==> config.mk <==
export PLATFORM = sky130hd
export DESIGN_NAME = uart_rx_fifo
export DESIGN_NICKNAME = d
export VERILOG_FILES = /design/src/rtl/uart_pkg.sv /design/src/rtl/fifo_mem.sv /design/src/rtl/uart_rx_fifo.sv
export SDC_FILE = /design/constraint.sdc
export NUM_CORES = 1
export LEC_CHECK = 0
export CORE_AREA = 5 5 111 113
export CTS_CLUSTER_DIAMETER = 60
export CTS_CLUSTER_SIZE = 30
export DETAILED_ROUTE_END_ITERATION = 16
export DIE_AREA = 0 0 116 118
export PLACE_DENSITY = 0.67
export REMOVE_ABC_BUFFERS = 1
export SETUP_SLACK_MARGIN = 0.02
export SLEW_MARGIN = 20
export SYNTH_ARGS = -nofsm -noshare
export SYNTH_HDL_FRONTEND = slang
export SYNTH_SLANG_ARGS = --single-unit
==> constraint.sdc <==
create_clock -name i_clk -period 3.39 [get_ports i_clk]
set_clock_uncertainty 0.2 [all_clocks]
set_input_delay 0.678 -clock i_clk [delete_from_list [all_inputs] [get_ports i_clk]]
set_output_delay 0.678 -clock i_clk [all_outputs]
set_load 0.03 [all_outputs]
==> src/rtl/uart_pkg.sv <==
// Shared UART constants used by the receiver and the receive FIFO.
package uart_pkg;
    localparam int NUM_DATA_BITS = 8;
    localparam int CLKS_PER_BIT  = 87;
endpackage

==> src/rtl/fifo_mem.sv <==
// Storage array for the receive FIFO.
// It has a synchronous write port and an asynchronous read port. The contents are not reset.
module fifo_mem #(
    parameter int DEPTH = 16,
    parameter int WIDTH = 8
) (
    input  logic                     i_clk,
    input  logic                     i_wrEn,
    input  logic [$clog2(DEPTH)-1:0] i_wrAddr,
    input  logic [WIDTH-1:0]         i_wrData,
    input  logic [$clog2(DEPTH)-1:0] i_rdAddr,
    output logic [WIDTH-1:0]         o_rdData
);
    logic [WIDTH-1:0] mem [DEPTH];

    always_ff @(posedge i_clk) begin
        if (i_wrEn) begin
            mem[i_wrAddr] <= i_wrData;
        end
    end

    assign o_rdData = mem[i_rdAddr];
endmodule

==> src/rtl/uart_rx_fifo.sv <==
// First-word-fall-through FIFO behind the UART receiver.
// One word is written per rising edge of the receive-complete flag. A word that arrives while the FIFO is full sets a sticky overrun flag.
module uart_rx_fifo #(
    parameter int NUM_DATA_BITS = uart_pkg::NUM_DATA_BITS,
    parameter int DEPTH         = 16
) (
    input  logic                       i_clk,
    input  logic                       i_rst_n,
    input  logic                       i_rxcFlag,
    input  logic [NUM_DATA_BITS-1:0]   i_rxByte,
    input  logic                       i_rdReady,
    output logic                       o_rdValid,
    output logic [NUM_DATA_BITS-1:0]   o_rdData,
    output logic [$clog2(DEPTH):0]     o_count,
    output logic                       o_full,
    output logic                       o_empty,
    input  logic                       i_clrOverrun,
    output logic                       o_overrun
);
    localparam int PTR_W = $clog2(DEPTH);
    localparam int CNT_W = PTR_W + 1;
    localparam logic [CNT_W-1:0] FULL_CNT = CNT_W'(DEPTH);

    logic             rxcFlag_p1;
    logic [PTR_W-1:0] wrPtr;
    logic [PTR_W-1:0] rdPtr;
    logic [CNT_W-1:0] count;
    logic             overrun;
    logic             wrStrobe;
    logic             rdFire;
    logic             wrEn;

    assign o_count   = count;
    assign o_empty   = (count == '0);
    assign o_full    = (count == FULL_CNT);
    assign o_rdValid = !o_empty;
    assign o_overrun = overrun;

    assign wrStrobe = i_rxcFlag && !rxcFlag_p1;
    assign rdFire   = o_rdValid && i_rdReady;
    // When the FIFO is full, a read in the same cycle frees the slot the write lands in.
    assign wrEn     = wrStrobe && (!o_full || rdFire);

    fifo_mem #(
        .DEPTH (DEPTH),
        .WIDTH (NUM_DATA_BITS)
    ) u_mem (
        .i_clk    (i_clk),
        .i_wrEn   (wrEn),
        .i_wrAddr (wrPtr),
        .i_wrData (i_rxByte),
        .i_rdAddr (rdPtr),
        .o_rdData (o_rdData)
    );

    // Edge-detect stage: reset high so a flag already high at reset release is ignored
    always_ff @(posedge i_clk or negedge i_rst_n) begin
        if (!i_rst_n) begin
            rxcFlag_p1 <= 1'b1;
        end else begin
            rxcFlag_p1 <= i_rxcFlag;
        end
    end

    always_ff @(posedge i_clk or negedge i_rst_n) begin
        if (!i_rst_n) begin
            wrPtr   <= '0;
            rdPtr   <= '0;
            count   <= '0;
            overrun <= 1'b0;
        end else begin
            if (wrEn) begin
                wrPtr <= wrPtr + PTR_W'(1);
            end
            if (rdFire) begin
                rdPtr <= rdPtr + PTR_W'(1);
            end
            case ({wrEn, rdFire})
                2'b10:   count <= count + CNT_W'(1);
                2'b01:   count <= count - CNT_W'(1);
                default: count <= count;
            endcase
            if (wrStrobe && o_full && !rdFire) begin
                overrun <= 1'b1;
            end else if (i_clrOverrun) begin
                overrun <= 1'b0;
            end
        end
    end
endmodule

==> metrics.md, run 1 <==
| Metric | Value |
|---|---|
| Final slew viol count | 0 |
| Fin util | 0.623 |
| Dpl hpwl | 7120 um |
| Max cap viols | 0 |
| First-pass GRT wire length | 17600 um |
| Multi-input gate area | 1480 um2 |
| Area Growth Syn to Fin | 19.4% |
| Min Tclk post-route | 3250 ps |
| Chip Height | 118 um |
| H-Tree Depth | 4 |
| Crit path DAT | 2370 ps |
| Die area | 13700 um2 |
| Unrepaired setup endpoints after global routing | false |
| Maximum clock rate | 0.308 GHz |
| Post-synth top area cell | edfxtp_1 |
| Antenna violations before repair | 0 |
| Die W | 116 um |
| YS warnings | 0 |
| DR vias | 3142 |
| First drt pass iteration count | 4 |
| Ports | 30 |
| Vias in the first global route | 3168 |
| Seq/Total Area, Yosys | 0.720 |
| CTS Root Cell | clkbuf_16 |
| Synth Register Bits | 143 |
| Critical path class | reg2out |
| Port buffer count | 29 |
| Hold Vio Cnt, Final | 0 |
| DR iter-0 viols | 228 |
| Period utilisation layout | 0.958 |
| GRT met1 Usage | 0.250 |
| Final setup fails | 0 |
| Clock Pin Slew Worst Setup and Hold Paths | 50 ps |
| VDD IR max | 0.411 mV |
| Starting Density | 0.522 |
| GP Congestion | 0.844 |
| CP Launch Point | rdPtr[1] |
| Gr usage total | 0.173 |
| Power, Total | 0.00604 W |
| Fin Setup TNS | 0 ps |
| Clk buf depth | 2 |
| HP Class | reg2reg |
| ANT cells | 0 |
| Post-route ant nets | 0 |
| Quantity of hold-fixing buffers added after cts | 0 |
| CTS sink count | 143 |
| HP Start | o_count[4] |
| GRT met3 Usage | 0.0473 |
| CP max FO | 20 |
| Commonest cells after routing, fill and taps aside | edfxtp_1, mux2i_1, clkdlybuf4s50_1, buf_4, o21ai_0 |
| Post-Syn Instances | 338 |
| CP max stage delay | 410 ps |
| CP Cell Sequence | buf_6, and2_2, a221oi_1, a22oi_1, nand2_1, dlygate4sd2_1 |
| Power Density | 863 nW/um2 |
| Total CTS buffers | 17 |
| Filler cells | 837 |
| WL/cell | 20.5 um |
| Cell area after synthesis | 5860 um2 |
| Crit Reg-Reg Startpoint | o_count[0] |
| Core area | 11200 um2 |
| Layout cells sized above 1 | 0.206 |
| Status | completed |
| Commonest non-fill, non-tap cell in the layout | edfxtp_1 |
| Rows | 39 |
| Largest net degree at the start of global routing | 34 |
| Synth top area cells | edfxtp_1, mux4_2, dfrtp_1 |
| Sequential cell area | 4220 um2 |
| Post-layout nets | 417 |
| CTS tree | done |
| Share of the synthesized area in the top cell type | 0.656 |
| Crit path max-delay cell type | dfrtp_1 |
| DRC viols | 0 |
| Setup crit end kind | output port |
| Global route total overflow | 0 |
| Critical Path RT | 2510 ps |
| Leak pwr | 2.50 nW |
| Library cells used by synthesis | 34 |
| Skew-Pair Late Insertion Delay | 410 ps |
| Final WL | 11300 um |
| Max-slew headroom | 0.521 |
| Worst-Margin Slew | 717 ps |
| CP Launch Type | register |
| Routed vias/inst | 5.71 |
| GRT busiest layer | met2 |
| M2 GR Usage | 0.255 |
| Syn avg cell area | 17.3 um2 |
-- registers in the layout, summed over array words and instances (netlist names) --
signal	flops
rxcFlag_p1	1
rdPtr	4
wrPtr	4
u_mem.mem	128
o_count	5
o_overrun	1
-- routing by layer --
metal,vias up,routed length [um]
met5,-,0
met4,0,110
met3,10,648
met2,109,5400
met1,1598,5090
li1,1425,-
-- path summary, 6_finish.rpt --
check,end,slack (ps),cells after the start
worst max register to register,o_count[4],390,12
max in group asynchronous,rdPtr[0],1990,1
min in group asynchronous,o_count[2],500,1
worst min-delay path,o_count[4],310,1
worst min register to register,o_count[4],310,1
worst max-delay path,o_rdData[4],140,6
-- cell type report --
type / count / share of cell area
flip-flops and latches: 143 / 0.603
multi-input cells: 167 / 0.212
repair buffers: 54 / 0.0735
clock buffers: 21 / 0.0629
well taps: 143 / 0.0256
clock inverters: 11 / 0.0168
inverters: 11 / 0.00590
-- critical path: cells and delay by family (launching register included) --
kind	cells	cell delay [ps]
flip-flops	1	410
AO/OA/AOI/OAI	2	560
buffers and inverters	2	600
AND/OR/NAND/NOR	2	390
-- logic make-up after synthesis --
kind of cell | Yosys count | synth area share
flip-flops | 143 | 0.720
multiplexers | 50 | 0.122
AO/OA/AOI/OAI | 49 | 0.0521
AND/OR/NAND/NOR | 48 | 0.0391
buffers and inverters | 28 | 0.0293
XOR/XNOR | 10 | 0.0150
adder cells (fa/ha/maj) | 10 | 0.0226
-- metrics by stage --
step,area [um2],worst slack [ps],instances,hold slack (ps)
floorplan,5730,-285,321,182
global placement,6400,107,516,290
detailed placement,6400,30.6,516,305
CTS,6950,58.8,548,317
global route,7000,36.3,550,335
finish,7000,143,550,309
-- synth_stat cells (all sizes together) --
cell / n
a21o: 1
a21oi: 10
a221oi: 8
a22oi: 8
a32o: 1
and2: 1
buf: 12
clkbuf: 5
dfrtp: 14
dfstp: 1
edfxtp: 128
fa: 1
ha: 9
inv: 11
mux2: 9
mux2i: 25
mux4: 16
nand2: 19
nand2b: 3
nand3: 2
nand4: 1
nor2: 13
nor2b: 3
nor3: 4
nor4: 1
o21a: 1
o21ai: 20
or3b: 1
xnor2: 7
xor2: 3
-- power by group --
group / leakage [nW] / internal (W) / switching [W]
Sequential: 1.33 / 0.00209 / 0.000154
Clock: 0.262 / 0.00108 / 0.000662
Combinational: 0.904 / 0.000881 / 0.00118
-- timing repair --
item                       in CTS  in global routing
pin swaps                       0                  0
gates resized for setup        10                  3
hold endpoints to repair        0                  0
setup endpoints to repair       8                  8
setup buffers                   0                  1
cloned                          0                  1
Note: power is estimated with default switching activity, not from simulation.
==> run 2, diff against run 1 <==
- CTS_BUF_LIST: not set -> sky130_fd_sc_hd__clkbuf_2
- GPL_ROUTABILITY_DRIVEN: not set -> 0
==> metrics.md, run 2 (same netlist as run 1, synthesis figures left out) <==
| Metric | Value |
|---|---|
| Status | completed |
| Commonest non-fill, non-tap cell in the layout | edfxtp_1 |
| Area Growth Syn to Fin | 16.9% |
| Worst-Margin Slew | 755 ps |
| Fin util | 0.610 |
| CP Cell Sequence | buf_4, buf_16, mux2i_1, a221oi_2, a22oi_2, nand2_1, buf_6 |
| Chip Height | 118 um |
| ANT cells | 0 |
| Switching Fraction | 0.365 |
| Post-layout nets | 425 |
| HP Class | in2async |
| Final slew viol count | 0 |
| Max cap viols | 0 |
| Worst path bufs/invs | 3 |
| Crit path max-delay cell type | dfrtp_2 |
| First drt pass iteration count | 4 |
| Largest register by flop count | u_mem.mem |
| Max-slew headroom | 0.497 |
| Post-route ant nets | 0 |
| Hold Vio Cnt, Final | 0 |
| Unrepaired setup endpoints after global routing | true |
| CP max stage delay | 540 ps |
| First-pass GRT wire length | 17600 um |
| Clock network fraction of total power | 0.166 |
| Die W | 116 um |
| Clock Pin Slew Worst Setup and Hold Paths | 190 ps |
| Min Tclk post-route | 3280 ps |
| Dpl cells | 516 |
| CTS tree | done |
| Global route total overflow | 0 |
| Sequential cell area | 4220 um2 |
| Routed vias/inst | 5.62 |
| Starting Density | 0.522 |
| Leak pwr | 2.48 nW |
| Commonest cells after routing, fill and taps aside | edfxtp_1, buf_4, mux2i_1 |
| Top delay family on crit path | flip-flops |
| Ports | 30 |
| Layout cells sized above 1 | 0.292 |
| Filler cells | 857 |
| Maximum clock rate | 0.305 GHz |
| CTS Root Cell | clkbuf_2 |
| Hold slack | 200 ps |
| DRC viols | 0 |
| WL/cell | 20.2 um |
| Core area | 11200 um2 |
| Gr usage total | 0.174 |
| DR iter-0 viols | 177 |
| Die area | 13700 um2 |
| Total CTS buffers | 17 |
| Seq pwr share | 0.406 |
| Critical path class | reg2out |
| Period utilisation layout | 0.968 |
| Power Density | 809 nW/um2 |
| H-Tree Depth | 4 |
| Final Non-Filler Cells | 558 |
| Skew-Pair Late Insertion Delay | 660 ps |
| Critical Path RT | 2510 ps |
| CTS sink count | 143 |
| CP Launch Type | register |
| Power, Total | 0.00554 W |
| Vias in the first global route | 3158 |
| Port buffer count | 29 |
| Setup crit end kind | output port |
| Final WL | 11300 um |
| Crit path DAT | 2400 ps |
| Largest net degree at the start of global routing | 21 |
| Combinational power share | 0.428 |
| Psw | 0.00202 W |
| Antenna violations before repair | 0 |
| Clk buf depth | 2 |
| Multi-input gate area | 1570 um2 |
| Dpl hpwl | 7120 um |
| Final setup fails | 0 |
| Quantity of hold-fixing buffers added after cts | 0 |
| Rows | 39 |
| Pint | 0.00352 W |
| VDD IR max | 0.405 mV |
| Number of flip-flops in the largest register | 128 |
| CP max FO | 16 |
| DR vias | 3134 |
==> run 2: cell types whose count changed in the layout (fill, tap and decap cells not counted), sizes merged <==
cell           delta
buf              +15
dlymetal6s2s      +2
dlygate4sd2       -8
clkdlybuf4s50     -2
clkbuf            +1
==> run 2: repair_timing <==
action / CTS / global route
gates cloned: 2 / 1
endpoints found under the setup margin: 8 / 10
setup buffers: 4 / 4
pin swaps: 0 / 11
resized for setup: 57 / 40
==> run 2: power groups by stage <==
stage | registers, W | clock network [W] | logic [W]
3_5_place_dp | 0.00226 | 0 | 0.00206
4_1_cts | 0.00224 | 0.000946 | 0.00219
6_report | 0.00225 | 0.000918 | 0.00237
2_1_floorplan | 0.00243 | 0 | 0.00116
3_3_place_gp | 0.00226 | 0 | 0.00204
5_1_grt | 0.00228 | 0.00102 | 0.00255
==> run 2: worst reg2reg max path, cell delays in order (launching register included) <==
cell	delay, ps
dfrtp_1	480
nor4_2	340
nand2_1	120
o21a_1	190
inv_1	50
ha_1	220
inv_1	110
fa_1	410
nor2b_1	120
o21ai_0	110
nand3_1	100
or3b_1	360
xnor2_1	130
==> run 2: per-layer routing <==
metal  wire length (um)  GRT usage  share of wire  vias to the layer above
met5                  0          0              0                        -
met4                140     0.0587          0.012                        0
met3                448     0.0380          0.040                       14
met2               5480      0.264           0.49                       70
met1               5220      0.250           0.46                     1608
li1                   -          -              -                     1442
==> run 2: final timing paths <==
kind	start	end	slack, ps	depth (start not counted)
max	rdPtr[0]	o_rdData[3]	110	7
min	i_rst_n	o_count[2]	200	1
max reg2reg	o_count[0]	o_count[4]	380	12
min reg2reg	o_count[4]	o_count[4]	320	1
max in group asynchronous	i_rst_n	rdPtr[0]	2300	1
min in group i_clk	i_rxcFlag	rxcFlag_p1	240	1
==> run 2: cell type report <==
type | count | share of cell area
clock buffer | 21 | 0.0153
clock inverter | 11 | 0.0172
inverter | 11 | 0.00603
multi-input combinational | 167 | 0.230
sequential | 143 | 0.616
tap | 143 | 0.0261
timing repair buffer | 62 | 0.0893
==> run 2: through the flow <==
stage	cell area [um2]	setup TNS (ps)	worst slack, ps
after floorplan	5730	-2280	-285
after global placement	6400	0	107
after detailed placement	6400	0	30.6
after CTS	6730	0	11.3
after global routing	6850	-247	-49.9
final	6850	0	110
==> run 3, diff against run 2 <==
- CORE_AREA: 5 5 111 113 -> 5 5 110 112
- DIE_AREA: 0 0 116 118 -> 0 0 115 117
- SYNTH_HIERARCHICAL: not set -> 1
==> metrics.md, run 3 <==
| Metric | Value |
|---|---|
| Core area | 11100 um2 |
| Gr usage total | 0.179 |
| Number of synthesized flops with an enable pin | 128 |
| Top delay family on crit path | multiplexers |
| Cell repeated most along the worst path | buf_12 |
| Chip Height | 117 um |
| Max-slew headroom | 0.516 |
| Syn avg cell area | 20.2 um2 |
| Final Non-Filler Cells | 507 |
| Min Tclk post-route | 3340 ps |
| Area Growth Syn to Fin | 15.5% |
| CTS tree | done |
| CP max stage delay | 520 ps |
| Pre-CTS setup slack | 350 ps |
| Max cap viols | 0 |
| M2 GR Usage | 0.293 |
| Crit path DAT | 2460 ps |
| Commonest cells after routing, fill and taps aside | edfxtp_1, buf_4, clkbuf_2, mux4_2, clkdlybuf4s50_1 |
| Period utilisation layout | 0.984 |
| Status | completed |
| Synth Register Bits | 143 |
| Synth top area cells | edfxtp_1, mux4_2, mux4_1 |
| Fin Setup TNS | 0 ps |
| Reg2reg setup slack | 780 ps |
| Final WL | 10900 um |
| Total CTS buffers | 17 |
| YS warnings | 6 |
| Critical path class | reg2out |
| Top FF cell, synth | edfxtp_1 |
| Fin util | 0.597 |
| Number of flip-flops in the largest register | 128 |
| CP Launch Type | register |
| Post-route worst setup slack | 53.0 ps |
| Setup crit end kind | output port |
| Critical Path RT | 2510 ps |
| Routed vias/inst | 5.64 |
| DRC viols | 0 |
| CP max FO | 12 |
| Skew-Pair Late Insertion Delay | 660 ps |
| Final Cell Area | 6640 um2 |
| Worst-Margin Slew | 723 ps |
| HP Class | in2async |
| Maximum clock rate | 0.300 GHz |
| Post-synth top area cell | edfxtp_1 |
| Largest register by flop count | u_mem/mem |
| Power Density | 777 nW/um2 |
| Unrepaired setup endpoints after global routing | true |
| Vias in the first global route | 3099 |
| Most common cell in the synthesized netlist | edfxtp_1 |
| DR vias | 2858 |
| CP Cell Sequence | buf_12, buf_12, mux4_2, a22oi_2, nand2_2, buf_6 |
| Global route total overflow | 0 |
| VDD IR max | 0.481 mV |
| Port buffer count | 29 |
| Post-DP Area | 6320 um2 |
| Ports | 30 |
| H-Tree Depth | 4 |
| Clock Pin Slew Worst Setup and Hold Paths | 190 ps |
| Dpl hpwl | 6950 um |
| First drt pass iteration count | 4 |
| Antenna violations before repair | 0 |
| Largest net degree at the start of global routing | 36 |
| WL/cell | 21.5 um |
| DR iter-0 viols | 162 |
| GRT met3 Usage | 0.0524 |
| Rows | 39 |
| Dpl cells | 468 |
| Worst path bufs/invs | 3 |
| First-pass GRT wire length | 17200 um |
| CTS Root Cell | clkbuf_2 |
| Hold Vio Cnt, Final | 0 |
| Die area | 13500 um2 |
| Post-Syn Instances | 285 |
| Final slew viol count | 0 |
| Post-route ant nets | 0 |
| Share of the synthesized area in the top cell type | 0.668 |
| ANT cells | 0 |
| GRT busiest layer | met2 |
| Leak pwr | 2.29 nW |
| GRT met1 Usage | 0.231 |
| Post-layout nets | 371 |
| CTS sink count | 143 |
| Clk buf depth | 2 |
| Final setup fails | 0 |
| Die W | 115 um |
| Starting Density | 0.517 |
| Layout cells sized above 1 | 0.286 |
| Crit path max-delay cell type | mux4_2 |
| Seq/Total Area, Yosys | 0.734 |
| Cell area after synthesis | 5750 um2 |
| Commonest non-fill, non-tap cell in the layout | edfxtp_1 |
| Synth async-reset ratio | 0.105 |
| Library cells used by synthesis | 37 |
| Synth cell count leaders | edfxtp_1, mux4_2, a22oi_1 |
-- run 3: per-stage QoR --
step | hold WS [ps] | total power (W)
finish | 211 | 0.00517
detailed placement | 326 | 0.00422
global placement | 313 | 0.00418
floorplan | 182 | 0.00349
CTS | 138 | 0.00517
global route | 130 | 0.00546
-- run 3: timing repair --
item                       in CTS  in global routing
gates cloned                    1                  0
setup endpoints to repair      10                  9
resized for setup              35                  6
pin swaps                       1                  2
hold buffers                    0                  0
buffers inserted                3                  3
-- run 3: logic make-up after synthesis --
family                     after synthesis  synth area share
AOI/OAI and AO/OA                       25            0.0322
xor gates and xnor gates                10            0.0152
adders and majority gates                7            0.0165
buffers and inverters                   17            0.0196
DFF                                    143             0.734
muxes                                   35             0.140
and+or+nand+nor                         48            0.0426
-- run 3: worst reg2reg max path: cells and delay by family (launching register included) --
kind,cells,cell delay (ps)
simple gates,3,720
fa+ha+maj,2,720
flops,1,510
compound gates,2,250
xor+xnor,1,140
-- run 3: final cells by class --
type                    count  area [um2]
clock buffers              19        95.1
flip-flops and latches    143        4220
fillers                   854        4480
inverters                   6        22.5
well taps                 143         179
clock inverters            13        98.8
multi-input cells         125        1460
repair buffers             58         566
-- run 3: power by group --
| part | switching [W] | internal, W |
|---|---|---|
| clock | 0.000569 | 0.000257 |
| sequential | 0.000152 | 0.00208 |
| combinational | 0.00111 | 0.000992 |
-- run 3: final timing paths --
| kind | endpoint | from | cells past startpoint |
|---|---|---|---|
| worst max-delay path | o_rdData[6] | rdPtr[0] | 6 |
| worst min-delay path | wrPtr[0] | i_rst_n | 1 |
| worst max register to register | o_count[4] | o_count[1] | 8 |
| worst min register to register | rdPtr[3] | rdPtr[3] | 1 |
| max in group asynchronous | rdPtr[0] | i_rst_n | 1 |
| min in group i_clk | rxcFlag_p1 | i_rxcFlag | 1 |
-- run 3: per-layer routing --
layer	wire length, um	share of wire
met3	867	0.079
met4	116	0.011
met2	5510	0.50
met1	4430	0.41
met5	0	0
